## config.mk

```make
export PLATFORM = sky130hd
export DESIGN_NAME = bcd_time_counter
export DESIGN_NICKNAME = d
export VERILOG_FILES = /design/src/rtl/bcd_time_pkg.sv /design/src/rtl/bcd_mod_counter.sv /design/src/rtl/bcd_time_counter.sv
export SDC_FILE = /design/constraint.sdc
export NUM_CORES = 1
export LEC_CHECK = 0
export CAP_MARGIN = 15
export CORE_MARGIN = 2
export CORE_UTILIZATION = 50
export CTS_BUF_LIST = sky130_fd_sc_hd__clkbuf_4
export DETAILED_ROUTE_END_ITERATION = 8
export PLACE_DENSITY = 0.88
export SETUP_SLACK_MARGIN = 0.02
export SYNTH_ARGS = -nofsm -noshare
export SYNTH_HDL_FRONTEND = slang
export SYNTH_SLANG_ARGS = --single-unit
```

## constraint.sdc

```tcl
create_clock -name Clck_in -period 4.67 [get_ports Clck_in]
set_input_delay 0.7005 -clock Clck_in [delete_from_list [all_inputs] [get_ports Clck_in]]
set_output_delay 0.7005 -clock Clck_in [all_outputs]
set_load 0.02 [all_outputs]
```

## src/rtl/bcd_time_pkg.sv

```systemverilog
// Shared definitions for the BCD time-of-day counter: BCD limits, the packed
// digit-pair type, the set-handshake state encoding and a range check helper.
package bcd_time_pkg;

    typedef logic [7:0] bcd_pair_t;

    localparam bcd_pair_t BCD_ZERO = 8'h00;
    localparam bcd_pair_t SEC_MAX  = 8'h59;
    localparam bcd_pair_t MIN_MAX  = 8'h59;
    localparam bcd_pair_t HR24_MAX = 8'h23;
    localparam bcd_pair_t HR12_MAX = 8'h12;
    localparam bcd_pair_t HR12_MIN = 8'h01;

    typedef enum logic [1:0] {
        IDLE = 2'd0,
        ACK  = 2'd1,
        WAIT = 2'd2
    } set_state_t;

    // The upper bound also caps the tens digit, so only the units digit needs its own check.
    function automatic logic bcd_in_range(input bcd_pair_t v, input bcd_pair_t lo,
                                          input bcd_pair_t hi);
        return (v[3:0] <= 4'd9) && (v >= lo) && (v <= hi);
    endfunction

endpackage

```

## src/rtl/bcd_mod_counter.sv

```systemverilog
// Two-digit BCD modulo counter: counts up on enable, wraps from max_val to
// wrap_val, and loads load_val with priority over counting.
module bcd_mod_counter
    import bcd_time_pkg::*;
#(
    parameter bcd_pair_t RST_VAL = 8'h00
) (
    input  logic      clk,
    input  logic      rst,
    input  logic      enable,
    input  logic      load,
    input  bcd_pair_t load_val,
    input  bcd_pair_t max_val,
    input  bcd_pair_t wrap_val,
    output bcd_pair_t value,
    output logic      carry_out
);

    bcd_pair_t next_val;

    always_comb begin
        next_val = value;
        if (value == max_val) begin
            next_val = wrap_val;
        end else if (value[3:0] == 4'd9) begin
            next_val = {value[7:4] + 4'd1, 4'd0};
        end else begin
            next_val = {value[7:4], value[3:0] + 4'd1};
        end
    end

    always_ff @(posedge clk or posedge rst) begin
        if (rst) begin
            value <= RST_VAL;
        end else if (load) begin
            value <= load_val;
        end else if (enable) begin
            value <= next_val;
        end
    end

    assign carry_out = enable & (value == max_val);

endmodule

```

## src/rtl/bcd_time_counter.sv

```systemverilog
// HH:MM:SS time of day in packed BCD, advanced by ticks recovered from the slow
// divider wave; define HOUR12_EN for 12-hour mode with pm/set_pm ports.
module bcd_time_counter
    import bcd_time_pkg::*;
#(
    parameter int TICKS_PER_SEC = 1000000,
    parameter int PRESC_W       = 20
) (
    input  logic       Clck_in,
    input  logic       reset_Clock,
    input  logic       tick_in,
    input  logic       set_req,
    input  logic [7:0] set_hh,
    input  logic [7:0] set_mm,
    input  logic [7:0] set_ss,
`ifdef HOUR12_EN
    input  logic       set_pm,
    output logic       pm,
`endif
    output logic       set_ack,
    output logic       set_err,
    output logic [7:0] hh_bcd,
    output logic [7:0] mm_bcd,
    output logic [7:0] ss_bcd,
    output logic       sec_pulse,
    output set_state_t fsm_state
);

`ifdef HOUR12_EN
    localparam bcd_pair_t HR_MAX  = HR12_MAX;
    localparam bcd_pair_t HR_MIN  = HR12_MIN;
    localparam bcd_pair_t HR_WRAP = HR12_MIN;
    localparam bcd_pair_t HR_RST  = HR12_MAX;
`else
    localparam bcd_pair_t HR_MAX  = HR24_MAX;
    localparam bcd_pair_t HR_MIN  = BCD_ZERO;
    localparam bcd_pair_t HR_WRAP = BCD_ZERO;
    localparam bcd_pair_t HR_RST  = BCD_ZERO;
`endif

    localparam logic [PRESC_W-1:0] PRESC_LAST = PRESC_W'(TICKS_PER_SEC - 1);

    logic               s1, s2, s3, tick_q;
    logic [PRESC_W-1:0] presc;
    logic               sec_adv, load, set_valid;
    logic               ss_carry, mm_carry, hh_carry;
    set_state_t         state;

    // Edge detect is registered once more so a sampled rise reaches the counters three edges later.
    always_ff @(posedge Clck_in or posedge reset_Clock) begin
        if (reset_Clock) begin
            s1        <= 1'b0;
            s2        <= 1'b0;
            s3        <= 1'b0;
            tick_q    <= 1'b0;
            presc     <= '0;
            sec_pulse <= 1'b0;
        end else begin
            s1        <= tick_in;
            s2        <= s1;
            s3        <= s2;
            tick_q    <= s2 & ~s3;
            sec_pulse <= sec_adv & ~load;
            if (load) begin
                presc <= '0;
            end else if (tick_q) begin
                presc <= (presc == PRESC_LAST) ? '0 : presc + PRESC_W'(1);
            end
        end
    end

    assign sec_adv   = tick_q && (presc == PRESC_LAST);
    assign set_valid = bcd_in_range(set_ss, BCD_ZERO, SEC_MAX)
                    && bcd_in_range(set_mm, BCD_ZERO, MIN_MAX)
                    && bcd_in_range(set_hh, HR_MIN, HR_MAX);
    assign load      = (state == IDLE) && set_req && set_valid;

    // A load landing on the same edge as a second increment wins; the tick is dropped.
    always_ff @(posedge Clck_in or posedge reset_Clock) begin
        if (reset_Clock) begin
            state   <= IDLE;
            set_ack <= 1'b0;
            set_err <= 1'b0;
        end else begin
            set_ack <= 1'b0;
            set_err <= 1'b0;
            case (state)
                IDLE: begin
                    if (set_req) begin
                        if (set_valid) begin
                            state   <= ACK;
                            set_ack <= 1'b1;
                        end else begin
                            state   <= WAIT;
                            set_err <= 1'b1;
                        end
                    end
                end
                ACK:     state <= WAIT;
                WAIT:    if (!set_req) state <= IDLE;
                default: state <= IDLE;
            endcase
        end
    end

    assign fsm_state = state;

    bcd_mod_counter #(.RST_VAL(BCD_ZERO)) u_ss (
        .clk       (Clck_in),
        .rst       (reset_Clock),
        .enable    (sec_adv & ~load),
        .load      (load),
        .load_val  (set_ss),
        .max_val   (SEC_MAX),
        .wrap_val  (BCD_ZERO),
        .value     (ss_bcd),
        .carry_out (ss_carry)
    );

    bcd_mod_counter #(.RST_VAL(BCD_ZERO)) u_mm (
        .clk       (Clck_in),
        .rst       (reset_Clock),
        .enable    (ss_carry),
        .load      (load),
        .load_val  (set_mm),
        .max_val   (MIN_MAX),
        .wrap_val  (BCD_ZERO),
        .value     (mm_bcd),
        .carry_out (mm_carry)
    );

    bcd_mod_counter #(.RST_VAL(HR_RST)) u_hh (
        .clk       (Clck_in),
        .rst       (reset_Clock),
        .enable    (mm_carry),
        .load      (load),
        .load_val  (set_hh),
        .max_val   (HR_MAX),
        .wrap_val  (HR_WRAP),
        .value     (hh_bcd),
        .carry_out (hh_carry)
    );

    // Day rollover has no consumer yet.
    logic unused_hh_carry;
    assign unused_hh_carry = hh_carry;

`ifdef HOUR12_EN
    // Meridiem flips only when the hour advances from 11 to 12.
    always_ff @(posedge Clck_in or posedge reset_Clock) begin
        if (reset_Clock) begin
            pm <= 1'b0;
        end else if (load) begin
            pm <= set_pm;
        end else if (mm_carry && (hh_bcd == 8'h11)) begin
            pm <= ~pm;
        end
    end
`endif

endmodule

```

==> impl_metrics.ini, run 1 <==
[run_status]
status = finished clean

[synth]
syn-num-nets = 378
yosysUniqueCellTypes = 53
synthFlopType = dfrtp_1
ys_async_sr_fraction_pct = 100
synth-seq-cells = 53
yosysWarnings = 0
seq_area_frac_synth_pct = 43.0
avgSynthCellArea_um2 = 9.11
syn_area_mm2 = 0.00309
synthesis.instances = 339
synth_edf_count = 0

[clocking]
cts.clk_slew.worst_paths_ns = 0.15
clkLatencyLatePin_ns = 0.38
clock_sinks = 53
hold_buffers = 0
cts_tree = done
cts_resized = 0
post_cts_buffers = 0
cts_max_path_buffers = 2
ctsHtreeMaxLevel = 2
clockRootBuffer = clkbuf_4
cts_buffers = 5

[routing]
routed_wl_um = 7630
drcViolationCount = 0
drt_first_pass_iters = 5
drtAntennaViolNets = 0
avgViaCountPerCell = 6.27
wire_per_inst_um = 16.4
drt_iter0_markers = 190
via_count = 2917

[global_route]
grt_max_degree = 54
grt_pass1_wl_um = 12500
grt-ovfl-total = 0
grtUsageTotal_pct = 23.5
antenna_found_initial = 0
grt_pass1_vias = 2825

[place]
gp_congestion = 0.890
hpwl_um = 5540
dp_cells = 457
io_buffers = 56

[floorplan]
start_util_pct = 51.8
core_area_mm2 = 0.00596
ios = 57
rows = 28
die-area_mm2 = 0.00682
dieWidth_um = 82.6
die_y_um = 82.6

[setup_path]
crit_end = u_mm.value[7]
r2r-start = u_ss.value[0]
cp-startpoint = u_ss.value[0]
crit_path_max_fanout = 11
r2r_cells = 6
worst_ep_required_time_ns = 4.99
cp_data_arrival_time_ns = 3.15
startpoint_type = flop
endpoint_kind = flop
rrSetupSlack_ns = 1.83
r2r_end = u_mm.value[7]
crit_type = reg -> reg

[sta]
finalHoldViolCount = 0
finalCritPeriodShare_pct = 60.8
max_freq_mhz = 352
finClkSkew_ns = 0.0175
slew_headroom_pct = 44.5
finalSetupViolations = 0
rsz0062_at_grt = false
fin_crit_ns = 2.84
setup-tns-final_ns = 0
final_max_slew_viol_count = 0
tightest_slew_ns = 0.825
whs_ns = 0.366

[cells_and_area]
drive_above_1_share_pct = 5.13
final_nets = 429
n_antenna_cell = 0
area_growth_pct = 22.0
finalNonFillerCells = 465

[run]
drv_cap = 0

[pwr]
vdd_ir_drop_max_mv = 0.214
p_leak_uw = 0.00153
power_density_mw_per_mm2 = 261

[hold_path]
hp-class = reg -> reg
==> report_power, final <==
group	switching, uW	internal (uW)	leakage [uW]	total (uW)
sequential	65.8	506	0.000608	571
combinational	109	102	0.000896	211
clock	147	54.5	0.0000247	201
total	322	662	0.00153	984
==> state kept, by name (all words and copies together) (netlist names), 2 cells and up <==
signal	cells
fsm_state	2
u_hh.value	8
u_mm.value	8
presc	20
u_ss.value	8
==> cells in the mapped netlist (all sizes together) (6+ instances only) <==
cell | count | share of area (%)
a31oi | 10 | 2.0
clkbuf | 12 | 1.5
inv | 8 | 0.97
nor4 | 6 | 1.7
o31ai | 7 | 1.7
nand4 | 7 | 1.4
and3 | 7 | 1.4
or3 | 8 | 1.6
or4 | 10 | 2.6
dfrtp | 53 | 43
nand2 | 31 | 3.8
nor2 | 32 | 3.9
mux2i | 6 | 1.9
o21ai | 21 | 3.4
a21oi | 20 | 3.4
ha | 11 | 4.5
nand3 | 28 | 4.9
==> area by class of cell <==
| class | instances | area (um^2) |
|---|---|---|
| fillers | 473 | 2190 |
| well taps | 75 | 93.8 |
| multi-input cells | 262 | 1670 |
| repair buffers | 59 | 596 |
| clock buffers | 5 | 37.5 |
| inverters | 9 | 33.8 |
| flip-flops and latches | 53 | 1330 |
| clock inverters | 2 | 11.3 |
==> cells in the final DEF, fill, tap and decap left out, types with 6 or more instances in the layout <==
master	instances
or3_1	8
o31ai_1	7
inv_1	7
a21oi_1	19
nand4_1	7
nor2_1	32
clkdlybuf4s50_1	56
or4_1	9
o21ai_0	21
and3_1	7
mux2i_1	6
nand2_1	31
ha_1	11
dfrtp_1	53
a31oi_1	10
nand3_1	27
==> per-stage QoR <==
step | cell area, um^2 | total power, uW | worst slack (ns) | util [%]
finish | 3770 | 984 | 1.83 | 63.2
global route | 3770 | 1030 | 1.56 | 63.2
floorplan | 3090 | 697 | 2.29 | -
global placement | 3700 | 777 | 1.64 | 62.1
detailed placement | 3700 | 787 | 1.59 | 62.1
CTS | 3750 | 982 | 1.87 | 62.9
==> worst max-delay path, stage by stage, from the launching register on <==
cell and delay (ns):
dfrtp_1 0.48, ha_1 0.20, and3b_1 0.34, nor4bb_1 0.55, nand3_1 0.46, or4_1 0.62, a21oi_1 0.15
==> cell families (layout without fill, tap and decap cells) <==
kind of cell,after synthesis,count (layout),synth area share [%]
simple gates,165,165,31.0
flops,53,53,43.0
buf+inv,24,75,3.00
fa+ha+maj,11,11,4.46
xor+xnor,8,8,2.27
mux,6,6,1.95
compound gates,72,72,14.4
==> worst min-delay path by stage <==
stage	cells after the start	slack, ns	to	from
after floorplan	0	0.33	s2	s1
after global placement	0	0.33	s2	s1
after detailed placement	0	0.34	s2	s1
after CTS	0	0.37	s2	s1
after global routing	0	0.39	s2	s1
final	0	0.37	s2	s1
==> routing by layer <==
metal	track usage (%)	vias up	wire (um)
met5	0	-	0
met4	12.0	0	212
li1	-	1368	-
met3	4.13	20	576
met2	40.4	142	3730
met1	28.1	1387	3110
Note: power is estimated with default switching activity, not from simulation.
==> inputs of run 2 (changes only) <==
Settings changed: CORE_UTILIZATION 50 to 49, PLACE_DENSITY 0.88 to 0.9.
Clock period 4.67 ns to 2.6 ns, I/O delays scaled along.
==> impl_metrics.ini, run 2 (same netlist as run 1, synthesis figures left out) <==
[sta]
finalSetupViolations = 0
finalHoldViolCount = 0
setup-tns-final_ns = 0
max_freq_mhz = 420
final_max_slew_viol_count = 0
slew_headroom_pct = 69.4
rsz0062_at_grt = false
finalCritPeriodShare_pct = 91.7
tightest_slew_ns = 0.458
finClkSkew_ns = 0.0342
fin_crit_ns = 2.38

[place]
gp_congestion = 0.954
hpwl_um = 6000
placed_area_mm2 = 0.00385
io_buffers = 56

[routing]
routed_wl_um = 7930
wire_per_inst_um = 16.5
drt_first_pass_iters = 5
drt_iter0_markers = 198
drcViolationCount = 0
avgViaCountPerCell = 6.15
via_count = 2965
drtAntennaViolNets = 0

[global_route]
grtUsageTotal_pct = 23.4
grt-ovfl-total = 0
grt_pass1_wl_um = 13500
antenna_found_initial = 0
grt_max_degree = 21
grt_pass1_vias = 2817

[clocking]
ctsHtreeMaxLevel = 2
cts_max_path_buffers = 2
clockRootBuffer = clkbuf_4
clock_sinks = 53
cts.clk_slew.worst_paths_ns = 0.17
cts_tree = done
hold_buffers = 0
cts_buffers = 5
post_cts_buffers = 0
clkLatencyLatePin_ns = 0.40
cts_resized = 0

[cells_and_area]
area_growth_pct = 27.4
final_common_cell = clkdlybuf4s50_1
multi_input_area_mm2 = 0.00167
n_antenna_cell = 0
final_area_mm2 = 0.00393
fill_cells = 460
seqCellArea_mm2 = 0.00133
final_cell_mix = clkdlybuf4s50_1 (56), dfrtp_1 (53), nor2_1 (32)
final_nets = 445
regMostFlops = presc
drive_above_1_share_pct = 9.34
largest_reg_flops = 20

[run_status]
status = finished clean

[floorplan]
start_util_pct = 51.5
core_area_mm2 = 0.00599
rows = 28
die_y_um = 83.4
ios = 57
dieWidth_um = 83.4
die-area_mm2 = 0.00695

[setup_path]
r2r-start = u_ss.value[5]
cp-startpoint = u_ss.value[5]
rrSetupSlack_ns = 0.22
crit_path_max_fanout = 6
cp_data_arrival_time_ns = 2.66
r2r_cells = 9
worst_ep_required_time_ns = 2.88
r2r_end = u_hh.value[7]
endpoint_kind = flop
startpoint_type = flop
crit_type = reg -> reg

[pwr]
vdd_ir_drop_max_mv = 0.466
power_density_mw_per_mm2 = 485
power_uw = 1910
p_leak_uw = 0.00163

[hold_path]
hp-class = in -> async

[run]
drv_cap = 0
run 2: worst max-delay path by stage:
| stage | end | slack, ns | cells past startpoint |
|---|---|---|---|
| floorplan | u_mm.value[5] | 0.37 | 7 |
| global placement | presc[12] | 0.04 | 6 |
| detailed placement | presc[12] | 0.02 | 6 |
| CTS | u_hh.value[7] | 0.25 | 9 |
| global route | u_hh.value[5] | 0.04 | 9 |
| finish | u_hh.value[7] | 0.22 | 9 |
run 2: stage by stage:
step / setup WS (ns) / hold slack, ns / util [%] / std cells
floorplan: 0.368 / 0.331 / - / 339
global placement: 0.0376 / 0.338 / 64.3 / 474
detailed placement: 0.0157 / 0.339 / 64.3 / 474
CTS: 0.252 / 0.293 / 65.6 / 482
global route: 0.0366 / 0.325 / 65.6 / 482
finish: 0.217 / 0.275 / 65.6 / 482
run 2: where the power goes:
group / leakage [uW] / switching (uW) / internal [uW]
registers: 0.000608 / 102 / 908
clock network: 0.0000456 / 274 / 205
logic: 0.000974 / 225 / 195
total: 0.00163 / 601 / 1310
run 2: cell type report:
class / instances / area share [%]
repair buffers: 75 / 18.5
clock inverters: 3 / 1.11
inverters: 9 / 0.859
multi-input cells: 262 / 42.4
well taps: 75 / 2.39
clock buffers: 5 / 0.955
flip-flops and latches: 53 / 33.7
run 2: critical path, cell delays in order (launching register included):
cell      delay [ns]
dfrtp_1         0.47
inv_1           0.08
ha_1            0.17
and3b_1         0.22
nor4bb_1        0.28
buf_4           0.17
nand3_1         0.19
buf_4           0.23
o41ai_1         0.35
a21oi_1         0.11
run 2: routing by layer:
| layer | up-vias | part of all wire [%] | GRT usage (%) |
|---|---|---|---|
| met4 | 0 | 1.5 | 6.71 |
| met1 | 1419 | 42 | 30.4 |
| met2 | 136 | 49 | 39.1 |
| met5 | - | 0 | 0 |
| li1 | 1396 | - | - |
| met3 | 14 | 7.6 | 5.27 |
